$ cat src/rtl/lockstep_pkg.sv
`default_nettype none
// ============================================================================
// Package  : lockstep_pkg
// Purpose  : Shared state encodings and default limits for the lockstep
//            commit scheduler and its watchdog.
// Revision : 1.0 - initial release
// ============================================================================
package lockstep_pkg;

  // Scheduler states; the encoding is visible on the state output port.
  localparam logic [1:0] ST_IDLE       = 2'd0;
  localparam logic [1:0] ST_CHECK_INIT = 2'd1;
  localparam logic [1:0] ST_RUN        = 2'd2;
  localparam logic [1:0] ST_FAIL       = 2'd3;

  // Default tolerances for the two cores drifting apart or stalling.
  localparam int DEFAULT_MAX_SKEW   = 4;
  localparam int DEFAULT_HANG_LIMIT = 64;

endpackage : lockstep_pkg
`default_nettype wire

$ cat src/rtl/lockstep_watchdog.sv
`default_nettype none
// ============================================================================
// Module   : lockstep_watchdog
// Purpose  : Saturating count of consecutive enabled cycles without any
//            retirement; flags the cycle whose count reaches LIMIT.
// Revision : 1.0 - initial release
// ============================================================================
module lockstep_watchdog #(
  parameter int LIMIT = lockstep_pkg::DEFAULT_HANG_LIMIT
) (
  input  logic clk,
  input  logic reset_x,
  input  logic en,    // count only while lockstep is running
  input  logic clr,   // some retirement happened this cycle
  output logic hit    // this idle cycle brings the count up to LIMIT
);

  localparam int W = $clog2(LIMIT + 1);

  logic [W-1:0] count_q, count_d;

  // Next count: clear on activity, otherwise advance and hold at LIMIT.
  always_comb begin
    count_d = count_q;
    if (en) begin
      if (clr) begin
        count_d = '0;
      end else if (count_q != W'(LIMIT)) begin
        count_d = count_q + 1'b1;
      end
    end
  end

  assign hit = en & ~clr & (count_q >= W'(LIMIT - 1));

  // Idle-cycle counter register.
  always_ff @(posedge clk or negedge reset_x) begin
    if (!reset_x) begin
      count_q <= '0;
    end else begin
      count_q <= count_d;
    end
  end

endmodule : lockstep_watchdog
`default_nettype wire

$ cat src/rtl/lockstep_commit_scheduler.sv
`default_nettype none
// ============================================================================
// Module   : lockstep_commit_scheduler
// Purpose  : Keeps the OoO core and the 1-cycle ISA model in retirement
//            lockstep by stalling whichever side is ahead, signals aligned
//            check points and latches sticky failure causes.
// Revision : 1.0 - initial release
// ============================================================================
module lockstep_commit_scheduler
  import lockstep_pkg::*;
#(
  parameter int CW         = 2,
  parameter int CNT_W      = 32,
  parameter int SKEW_W     = 8,
  parameter int MAX_SKEW   = DEFAULT_MAX_SKEW,
  parameter int HANG_LIMIT = DEFAULT_HANG_LIMIT
) (
  input  logic             clk,
  input  logic             reset_x,
  input  logic             start,
  input  logic             init_match,
  input  logic             arch_match,
  input  logic [CW-1:0]    impl_comnum,
  input  logic             impl_flush,
  input  logic             spec_retire,
  output logic             impl_stall,
  output logic             spec_stall,
  output logic             aligned,
  output logic             check_valid,
  output logic             fail_init,
  output logic             fail_mismatch,
  output logic             fail_skew,
  output logic             fail_hang,
  output logic [1:0]       state,
  output logic [CNT_W-1:0] impl_total,
  output logic [CNT_W-1:0] spec_total
);

  localparam logic signed [SKEW_W-1:0] SKEW_HI = SKEW_W'(MAX_SKEW);
  localparam logic signed [SKEW_W-1:0] SKEW_LO = -SKEW_HI;

  logic [1:0]               state_q, state_d;
  logic                     impl_stall_q, impl_stall_d;
  logic                     spec_stall_q, spec_stall_d;
  logic                     aligned_q, aligned_d;
  logic                     fail_init_q, fail_init_d;
  logic                     fail_mismatch_q, fail_mismatch_d;
  logic                     fail_skew_q, fail_skew_d;
  logic                     fail_hang_q, fail_hang_d;
  logic [CNT_W-1:0]         impl_total_q, impl_total_d;
  logic [CNT_W-1:0]         spec_total_q, spec_total_d;
  logic signed [SKEW_W-1:0] skew_q, skew_d;

  logic                     run;
  logic [CW-1:0]            impl_inc;
  logic                     spec_inc;
  logic signed [SKEW_W-1:0] skew_n;
  logic                     hang_hit;
  logic                     cv;
  logic                     bad_mismatch, bad_skew;

  assign run = (state_q == ST_RUN);
  assign cv  = aligned_q & run;

  // Only unstalled, unflushed retirements count; stalls are the registered outputs.
  assign impl_inc = (impl_stall_q | impl_flush) ? '0 : impl_comnum;
  assign spec_inc = ~spec_stall_q & spec_retire;
  assign skew_n   = skew_q
                  + $signed({{(SKEW_W-CW){1'b0}}, impl_inc})
                  - $signed({{(SKEW_W-1){1'b0}}, spec_inc});

  assign bad_mismatch = cv & ~arch_match;
  assign bad_skew     = (skew_n > SKEW_HI) | (skew_n < SKEW_LO);

  lockstep_watchdog #(
    .LIMIT (HANG_LIMIT)
  ) u_watchdog (
    .clk     (clk),
    .reset_x (reset_x),
    .en      (run),
    .clr     ((impl_inc != '0) | spec_inc),
    .hit     (hang_hit)
  );

  // FSM, accumulators and stall decisions; everything holds unless RUN advances it.
  always_comb begin
    state_d         = state_q;
    impl_stall_d    = impl_stall_q;
    spec_stall_d    = spec_stall_q;
    aligned_d       = aligned_q;
    fail_init_d     = fail_init_q;
    fail_mismatch_d = fail_mismatch_q;
    fail_skew_d     = fail_skew_q;
    fail_hang_d     = fail_hang_q;
    impl_total_d    = impl_total_q;
    spec_total_d    = spec_total_q;
    skew_d          = skew_q;
    case (state_q)
      ST_IDLE: begin
        if (start) state_d = ST_CHECK_INIT;
      end
      ST_CHECK_INIT: begin
        if (init_match) begin
          state_d      = ST_RUN;
          impl_stall_d = 1'b0;
          spec_stall_d = 1'b0;
        end else begin
          state_d     = ST_FAIL;
          fail_init_d = 1'b1;
        end
      end
      ST_RUN: begin
        impl_total_d = impl_total_q + CNT_W'(impl_inc);
        spec_total_d = spec_total_q + CNT_W'(spec_inc);
        skew_d       = skew_n;
        aligned_d    = (skew_n == '0);
        // The side that is ahead waits; at zero skew both proceed.
        impl_stall_d = (skew_n > 0);
        spec_stall_d = (skew_n < 0);
        if (bad_mismatch) fail_mismatch_d = 1'b1;
        if (bad_skew)     fail_skew_d     = 1'b1;
        if (hang_hit)     fail_hang_d     = 1'b1;
        if (bad_mismatch | bad_skew | hang_hit) begin
          state_d      = ST_FAIL;
          impl_stall_d = 1'b1;
          spec_stall_d = 1'b1;
        end
      end
      default: begin
        // FAIL is terminal until reset.
      end
    endcase
  end

  // State registers; reset parks both cores stalled in IDLE.
  always_ff @(posedge clk or negedge reset_x) begin
    if (!reset_x) begin
      state_q         <= ST_IDLE;
      impl_stall_q    <= 1'b1;
      spec_stall_q    <= 1'b1;
      aligned_q       <= 1'b1;
      fail_init_q     <= 1'b0;
      fail_mismatch_q <= 1'b0;
      fail_skew_q     <= 1'b0;
      fail_hang_q     <= 1'b0;
      impl_total_q    <= '0;
      spec_total_q    <= '0;
      skew_q          <= '0;
    end else begin
      state_q         <= state_d;
      impl_stall_q    <= impl_stall_d;
      spec_stall_q    <= spec_stall_d;
      aligned_q       <= aligned_d;
      fail_init_q     <= fail_init_d;
      fail_mismatch_q <= fail_mismatch_d;
      fail_skew_q     <= fail_skew_d;
      fail_hang_q     <= fail_hang_d;
      impl_total_q    <= impl_total_d;
      spec_total_q    <= spec_total_d;
      skew_q          <= skew_d;
    end
  end

  assign state         = state_q;
  assign impl_stall    = impl_stall_q;
  assign spec_stall    = spec_stall_q;
  assign aligned       = aligned_q;
  assign check_valid   = cv;
  assign fail_init     = fail_init_q;
  assign fail_mismatch = fail_mismatch_q;
  assign fail_skew     = fail_skew_q;
  assign fail_hang     = fail_hang_q;
  assign impl_total    = impl_total_q;
  assign spec_total    = spec_total_q;

endmodule : lockstep_commit_scheduler
`default_nettype wire

$ cat config.mk
export PLATFORM = sky130hd
export DESIGN_NAME = lockstep_commit_scheduler
export DESIGN_NICKNAME = d
export VERILOG_FILES = /design/src/rtl/lockstep_pkg.sv /design/src/rtl/lockstep_watchdog.sv /design/src/rtl/lockstep_commit_scheduler.sv
export SDC_FILE = /design/constraint.sdc
export NUM_CORES = 1
export LEC_CHECK = 0
export CAP_MARGIN = 10
export CORE_ASPECT_RATIO = 0.9
export CORE_MARGIN = 5
export CORE_UTILIZATION = 30
export CTS_CLUSTER_DIAMETER = 80
export CTS_CLUSTER_SIZE = 16
export DETAILED_ROUTE_END_ITERATION = 12
export MAX_ROUTING_LAYER = met4
export PLACE_DENSITY = 0.54
export SLEW_MARGIN = 15
export SYNTH_ARGS = -nofsm -noshare
export SYNTH_HDL_FRONTEND = slang
export SYNTH_HIERARCHICAL = 1
export SYNTH_SLANG_ARGS = --single-unit
$ cat constraint.sdc
create_clock -name clk -period 2.9 [get_ports clk]
set_input_delay 0.29 -clock clk [delete_from_list [all_inputs] [get_ports clk]]
set_output_delay 0.29 -clock clk [all_outputs]
set_load 0.03 [all_outputs]
---- Word level (Yosys, flattened, before mapping) ----
Index checks and enable logic that the tools add are counted.
storage, ports and cells
  memory bits (read-only) ................. 0
  bits in latches ......................... 0
  register bits ........................... 88
  memories kept ........................... 0
  bits in writable memories ............... 0
operators by class
  multipliers ............................. 0
  bitwise gates (word level) .............. 14
  equality and inequality tests ........... 6
  reduce and logical (&&, ||, !) cells .... 13
  mux-type cells .......................... 12
  shift operators ......................... 0
  magnitude comparators ................... 5
  divide/modulo/power cells ............... 0
  add/sub/neg operators ................... 5
operators with widths
  operator               count
  $add A32 B1 Y32        1
  $add A32 B2 Y32        1
  $mux W7                2
  $reduce_and A2 Y1      6
  $add A8 B3 Y8          1
  $gt A8 B1 Y1 const B   1
  $gt A8 B4 Y1 const B   1
  $logic_not A8 Y1       1
  $lt A8 B1 Y1 const B   1
  $lt A8 B3 Y1 const B   1
  $sub A8 B2 Y8          1
  $add A7 B1 Y7 const B  1
  $ge A7 B6 Y1 const B   1
  $ne A7 B7 Y1 const B   1
  $mux W2                3
  $pmux W2 S3            1
  $reduce_bool A2 Y1     3
  $and A1 B1 Y1          5
  $or A1 B1 Y1           5
  $mux W1                4
  $ne A2 B2 Y1 const B   2
  $not A1 Y1             4
  $pmux W1 S2            2
  $reduce_and A3 Y1      1
  other kinds (5)        5

---- Depth between registers and ports, before layout ----
  word-level depth ........................ 10
  depth in mapped cells ................... 15
  depth with buffers taken out ............ 15

---- Hierarchy ----
Netlist, hierarchy kept.
by module, submodules not included
  module                     area an instance (um2)  cells an instance  times used  seq. area each (um2)
  lockstep_commit_scheduler  4,053.9                 380                1           2,030.7
  lockstep_watchdog          508.0                   51                 1           175.2

---- Worst setup path after synthesis ----
Ideal clock, no wire load.
  path kind ............................... flip-flop to flip-flop
  start ................................... register impl_stall_q (netlist: impl_stall)
  end ..................................... register state_q[1] (netlist: state[1])
  clock period less this slack ............ 3.093 ns
  cell stages (with the launch flop) ...... 12
  arrival ................................. 2.968 ns
  setup slack ............................. -0.193 ns
  buffers on the path ..................... 0
  required time ........................... 2.775 ns
  cells stage by stage .................... dfstp_2 > nor2_1 > nand2_1 > ha_1 > fa_1 > nand2b_1 > a21oi_1 > xnor2_1 > nor4_4 > a32oi_1 > o21a_1 > mux2_4
between the ends
  cells in the longest elaborated chain, start to end .. 10
ends and longest elaborated chain
  item                                                        RTL line                                                          text
  start, declared                                             lockstep_commit_scheduler.sv:43                                   logic impl_stall_q, impl_stall_d;
  start signal, assigned                                      lockstep_commit_scheduler.sv:151                                  impl_stall_q <= impl_stall_d;
  $or A1 B1 Y1 *                                              lockstep_commit_scheduler.sv:66                                   assign impl_inc = (impl_stall_q | impl_flush) ? '0 : impl_comnum;
  $mux W2 *                                                   lockstep_commit_scheduler.sv:66
  $add A8 B3 Y8 / $reduce_bool A2 Y1 (equally long branches)  lockstep_commit_scheduler.sv:69, lockstep_commit_scheduler.sv:81
  $sub A8 B2 Y8 / $or A1 B1 Y1 (equally long branches)        lockstep_commit_scheduler.sv:70, lockstep_commit_scheduler.sv:81
  $gt A8 B4 Y1, or another cell as far along                  lockstep_commit_scheduler.sv:73                                   assign bad_skew = (skew_n > SKEW_HI) | (skew_n < SKEW_LO);
  $or A1 B1 Y1 / $and A1 B1 Y1 (equally long branches)        lockstep_commit_scheduler.sv:73, lockstep_watchdog.sv:34
  $or A1 B1 Y1 / $and A1 B1 Y1 (equally long branches)        lockstep_commit_scheduler.sv:123, lockstep_watchdog.sv:34
  $or A1 B1 Y1 *                                              lockstep_commit_scheduler.sv:123                                  if (bad_mismatch | bad_skew | hang_hit) begin
  $ne A2 B1 Y1 (no line) *                                    --
  $reduce_and A3 Y1 (no line) *                               --
  end signal, assigned                                        lockstep_commit_scheduler.sv:150                                  state_q <= state_d;
  end, declared                                               lockstep_commit_scheduler.sv:42                                   logic [1:0] state_q, state_d;
Every way passes the cells marked *; elsewhere a longest branch is shown, timed or not.
A chain may end at the register's enable or synchronous reset.

---- Final worst setup path ----
Same ends and word-level chain as after synthesis.

==> metrics.md <==
| Metric | Value |
|---|---|
| Synth Flop Type | `dfrtp_1` |
| Hold Vio Cnt, Final | `4` |
| Max-slew headroom | `0.4608` |
| DP Worst Slack | `-508.2 ps` |
| FFs w/ async S/R, synth | `1.000` |
| Share of cells above drive strength 1 | `0.1727` |
| Final Cycle Share | `1.001` |
| Placer Congestion | `0.8638` |
| Multiplexer area fraction after synthesis | `0.01947` |
| Post-Syn Nets | `about 460` |
| Worst-margin pin slew | `808.8 ps` |
| Wire length on met3 | `about 420 um` |
| Top-Level Pins | `83` |
| Clk Latency, worst-skew pair | `roughly 340 ps` |
| Met2 WL | `roughly 5.1 mm` |
| Area leader, netlist | `dfrtp_1` |
| Fill cells | `1,406` |
| Failing checks | `hold timing, setup timing` |
| Worst-path clk slew | `60 ps` |
| Gr usage total | `0.1279` |
| Die W | `about 140 um` |
| Gr ovfl total | `0` |
| Antenna Cells | `0` |
| Min Clock Period, post-route | `2902 ps` |
| Largest net degree at the start of global routing | `87` |
| Max Root-Sink Buffers | `2` |
| Metal-1 WL | `5.048 mm` |
| CP delay by family, top | `compound AO/OA/AOI/OAI gates` |
| Placed cell count | `between 700 and 800` |
| Post-synthesis register bit count | `88` |
| Mapped cell area | `4562 um^2` |
| Initial DRT Pass Iterations | `4` |
| Final Non-Filler Cells | `between 700 and 800` |
| H-tree Lvls | `3` |
| Clk sinks | `around 90` |
| Syn Inst Count | `roughly 430` |
| Synth-to-Final Area Change | `38.37%` |
| DR top layer | `met4` |
| Synth Area in Compound Gates | `0.08475` |
| Worst r2r path cells | `13` |
| Unrepaired setup endpoints after global routing | `true` |
| Post-DRT Antenna Nets | `0` |
| PwrDens | `approximately 950 nW/um^2` |
| Row count | `between 40 and 50` |
| Worst EP arrival | `roughly 3100 ps` |
| Critical Path Source Type | `flip-flop` |
| FF-to-FF setup slack | `-2 ps` |
| Synth Area in Adders | `0.05540` |
| Drt drc | `0` |
| Syn. warnings | `6` |
| Max-slew violations | `0` |
| Hold Buf Count CTS | `0` |
| Final Routed Wirelength | `approximately 11 mm` |
| Total of max-cap violations | `0` |
| Clock skew | `4.562 ps` |
| Clock root buffer | `clkbuf_16` |
| Setup TNS | `-2.346 ps` |
| Number of synthesized flops with an enable pin | `0` |
| Routed wire per std cell | `14.22 um` |
| Critical Path Slowest Stage Cell | `dfstp_2` |
| Critical Path RT | `~3100 ps` |
| Total CTS buffers | `9` |
| Die H | `127.0 um` |
| Post-DP HPWL | `roughly 7.8 mm` |
| FMAX | `roughly 0.34 GHz` |
| Core region area | `about 15,000 um^2` |
| Post-Synth Simple-Gate Area | `0.1964` |
| Max VDD drop | `roughly 0.52 mV` |
| Synth cell count leaders | `85 x dfrtp_1, 51 x xnor2_1, 43 x nand2_1` |
| Final nets | `approximately 580` |
| # setup viols final | `1` |
| Most frequent cell after synthesis | `dfrtp_1` |
| Largest family of logic cells by synthesized area | `simple AND/OR/NAND/NOR gates` |
| Fin worst setup slack | `-2.346 ps` |
| Status | `finished with violations` |
| Hold Worst Slack | `-14.37 ps` |
| DR vias/cell | `between 4 and 5` |
| Vias | `~3,500` |
| Bufs and invs on worst path | `2` |
| Number of antenna violations at the first check in global routing | `0` |
| CTS tree | `done` |
| Critical Path Fanout Max | `2` |
| Syn avg cell area | `between 10 and 15 um^2` |
| Post-synthesis xor/xnor area fraction | `0.1267` |
| Leakage Power | `2.777 nW` |
| Synth area leaders | `dfrtp_1 47%, xnor2_1 9.8%, ha_1 4.7%` |
| Sequential fraction of the synthesis area | `0.4835` |
| Critical R2R Launch | `impl_stall$_DFFE_PN1P_` |
| Initial core utilization | `0.3078` |
| Crit-path cells | `nor2_4 -> nand2_2 -> ha_4 -> buf_4 -> fa_2 -> nand2b_4 -> a21oi_4 -> buf_6 -> a2111o_1 -> nand3_2 -> a32oi_2 -> o21a_1 -> mux2_4` |
| Global-route wire length before repair | `between 15 and 20 mm` |
| DR iter-0 viols | `127` |
| Worst Setup End Kind | `flip-flop` |
| Vias in the first global route | `between 3,000 and 4,000` |
| Synth cell types | `61` |
| Worst min-delay path class | `in2async` |
| RR Endpoint | `state[1]$_DFFE_PN0P_` |
| Worst path max stage delay | `560 ps` |
| Die ar. | `approximately 18,000 um^2` |
| Port bufs | `between 80 and 90` |
| Top-area cell type share of the netlist area | `0.4663` |
| Worst setup path class | `reg2reg` |
worst max-delay path by stage:
stage / startpoint / cells after the start / end / slack, ps
after floorplan: impl_stall$_DFFE_PN1P_ / 14 / state[1]$_DFFE_PN0P_ / -30
after global placement: impl_flush / 14 / impl_stall$_DFFE_PN1P_ / -430
after detailed placement: impl_flush / 14 / impl_stall$_DFFE_PN1P_ / -510
after CTS: impl_stall$_DFFE_PN1P_ / 14 / state[1]$_DFFE_PN0P_ / -20
after global routing: impl_stall$_DFFE_PN1P_ / 13 / state[1]$_DFFE_PN0P_ / -120
final: impl_stall$_DFFE_PN1P_ / 13 / state[1]$_DFFE_PN0P_ / -2
cell type report:
class	count	area (um^2)	area share
clock buffer	11	242.7	0.03845
clock inverter	5	56.30	0.008920
inverter	33	123.9	0.01962
multi-input combinational	304	2360	0.3738
sequential	88	2206	0.3495
tap	198	247.7	0.03925
timing repair buffer	115	1076	0.1705
layout by cell type, fill, tap and decap left out, types with 2 or more instances in the layout:
cell type	instances
nand2_1	39
nand4_1	14
o21ai_0	8
xor2_1	15
ha_4	3
nor3_1	4
mux2_2	3
dfrtp_1	85
buf_4	32
nand2_2	3
nor2b_1	6
inv_2	4
dfstp_2	3
o41ai_2	2
a21oi_1	6
clkinv_2	2
o21a_1	4
and3_1	13
a31oi_1	2
nor2_1	20
mux2i_1	4
or4_4	2
nand4b_1	3
and4_1	5
nand2b_1	8
inv_1	29
o211ai_1	2
a21o_1	3
ha_1	13
clkdlybuf4s50_1	80
nand3_1	26
buf_6	2
clkbuf_16	9
or2_2	2
and2_1	2
nor3b_1	2
xnor2_1	50
flip-flops by register name, indices dropped and copies added, names as in the netlist:
name,cells
fail_init,1
u_watchdog/count_q,7
state,2
impl_stall,1
fail_skew,1
fail_mismatch,1
aligned,1
skew_q,8
spec_total,32
spec_stall,1
impl_total,32
fail_hang,1
logic make-up (layout without fill, tap and decap cells):
group                      Yosys count  in the layout
xor gates and xnor gates            66             66
and+or+nand+nor                    163            163
muxes                                8              8
adders and majority gates           19             19
DFF                                 88             88
buffers and inverters               39            164
AOI/OAI and AO/OA                   48             48
repair_timing:
item / CTS / global route
gates cloned: 0 / 0
pin swaps: 15 / 15
buffers inserted: 4 / 2
gates resized for setup: 17 / 7
endpoints found under the setup margin: 2 / 3
metal layers:
metal | GRT usage | up-vias
li1 | - | 1721
met1 | 0.1617 | 1679
met2 | 0.1977 | 65
met3 | 0.03587 | 11
met4 | 0.04615 | 0
met5 | - | -
stage by stage:
| step | util | area (um^2) | total power, mW |
|---|---|---|---|
| global placement | 0.3954 | 5859 | 4.380 |
| CTS | 0.4235 | 6276 | 5.910 |
| floorplan | - | 4621 | 3.528 |
| global route | 0.4260 | 6312 | 6.392 |
| detailed placement | 0.3954 | 5859 | 4.408 |
| finish | 0.4260 | 6312 | 5.978 |
power by group:
part,internal [mW],switching [mW]
clock network,0.690,0.478
registers,1.44,0.199
logic,1.51,1.66
(Power assumes the default switching activity.)
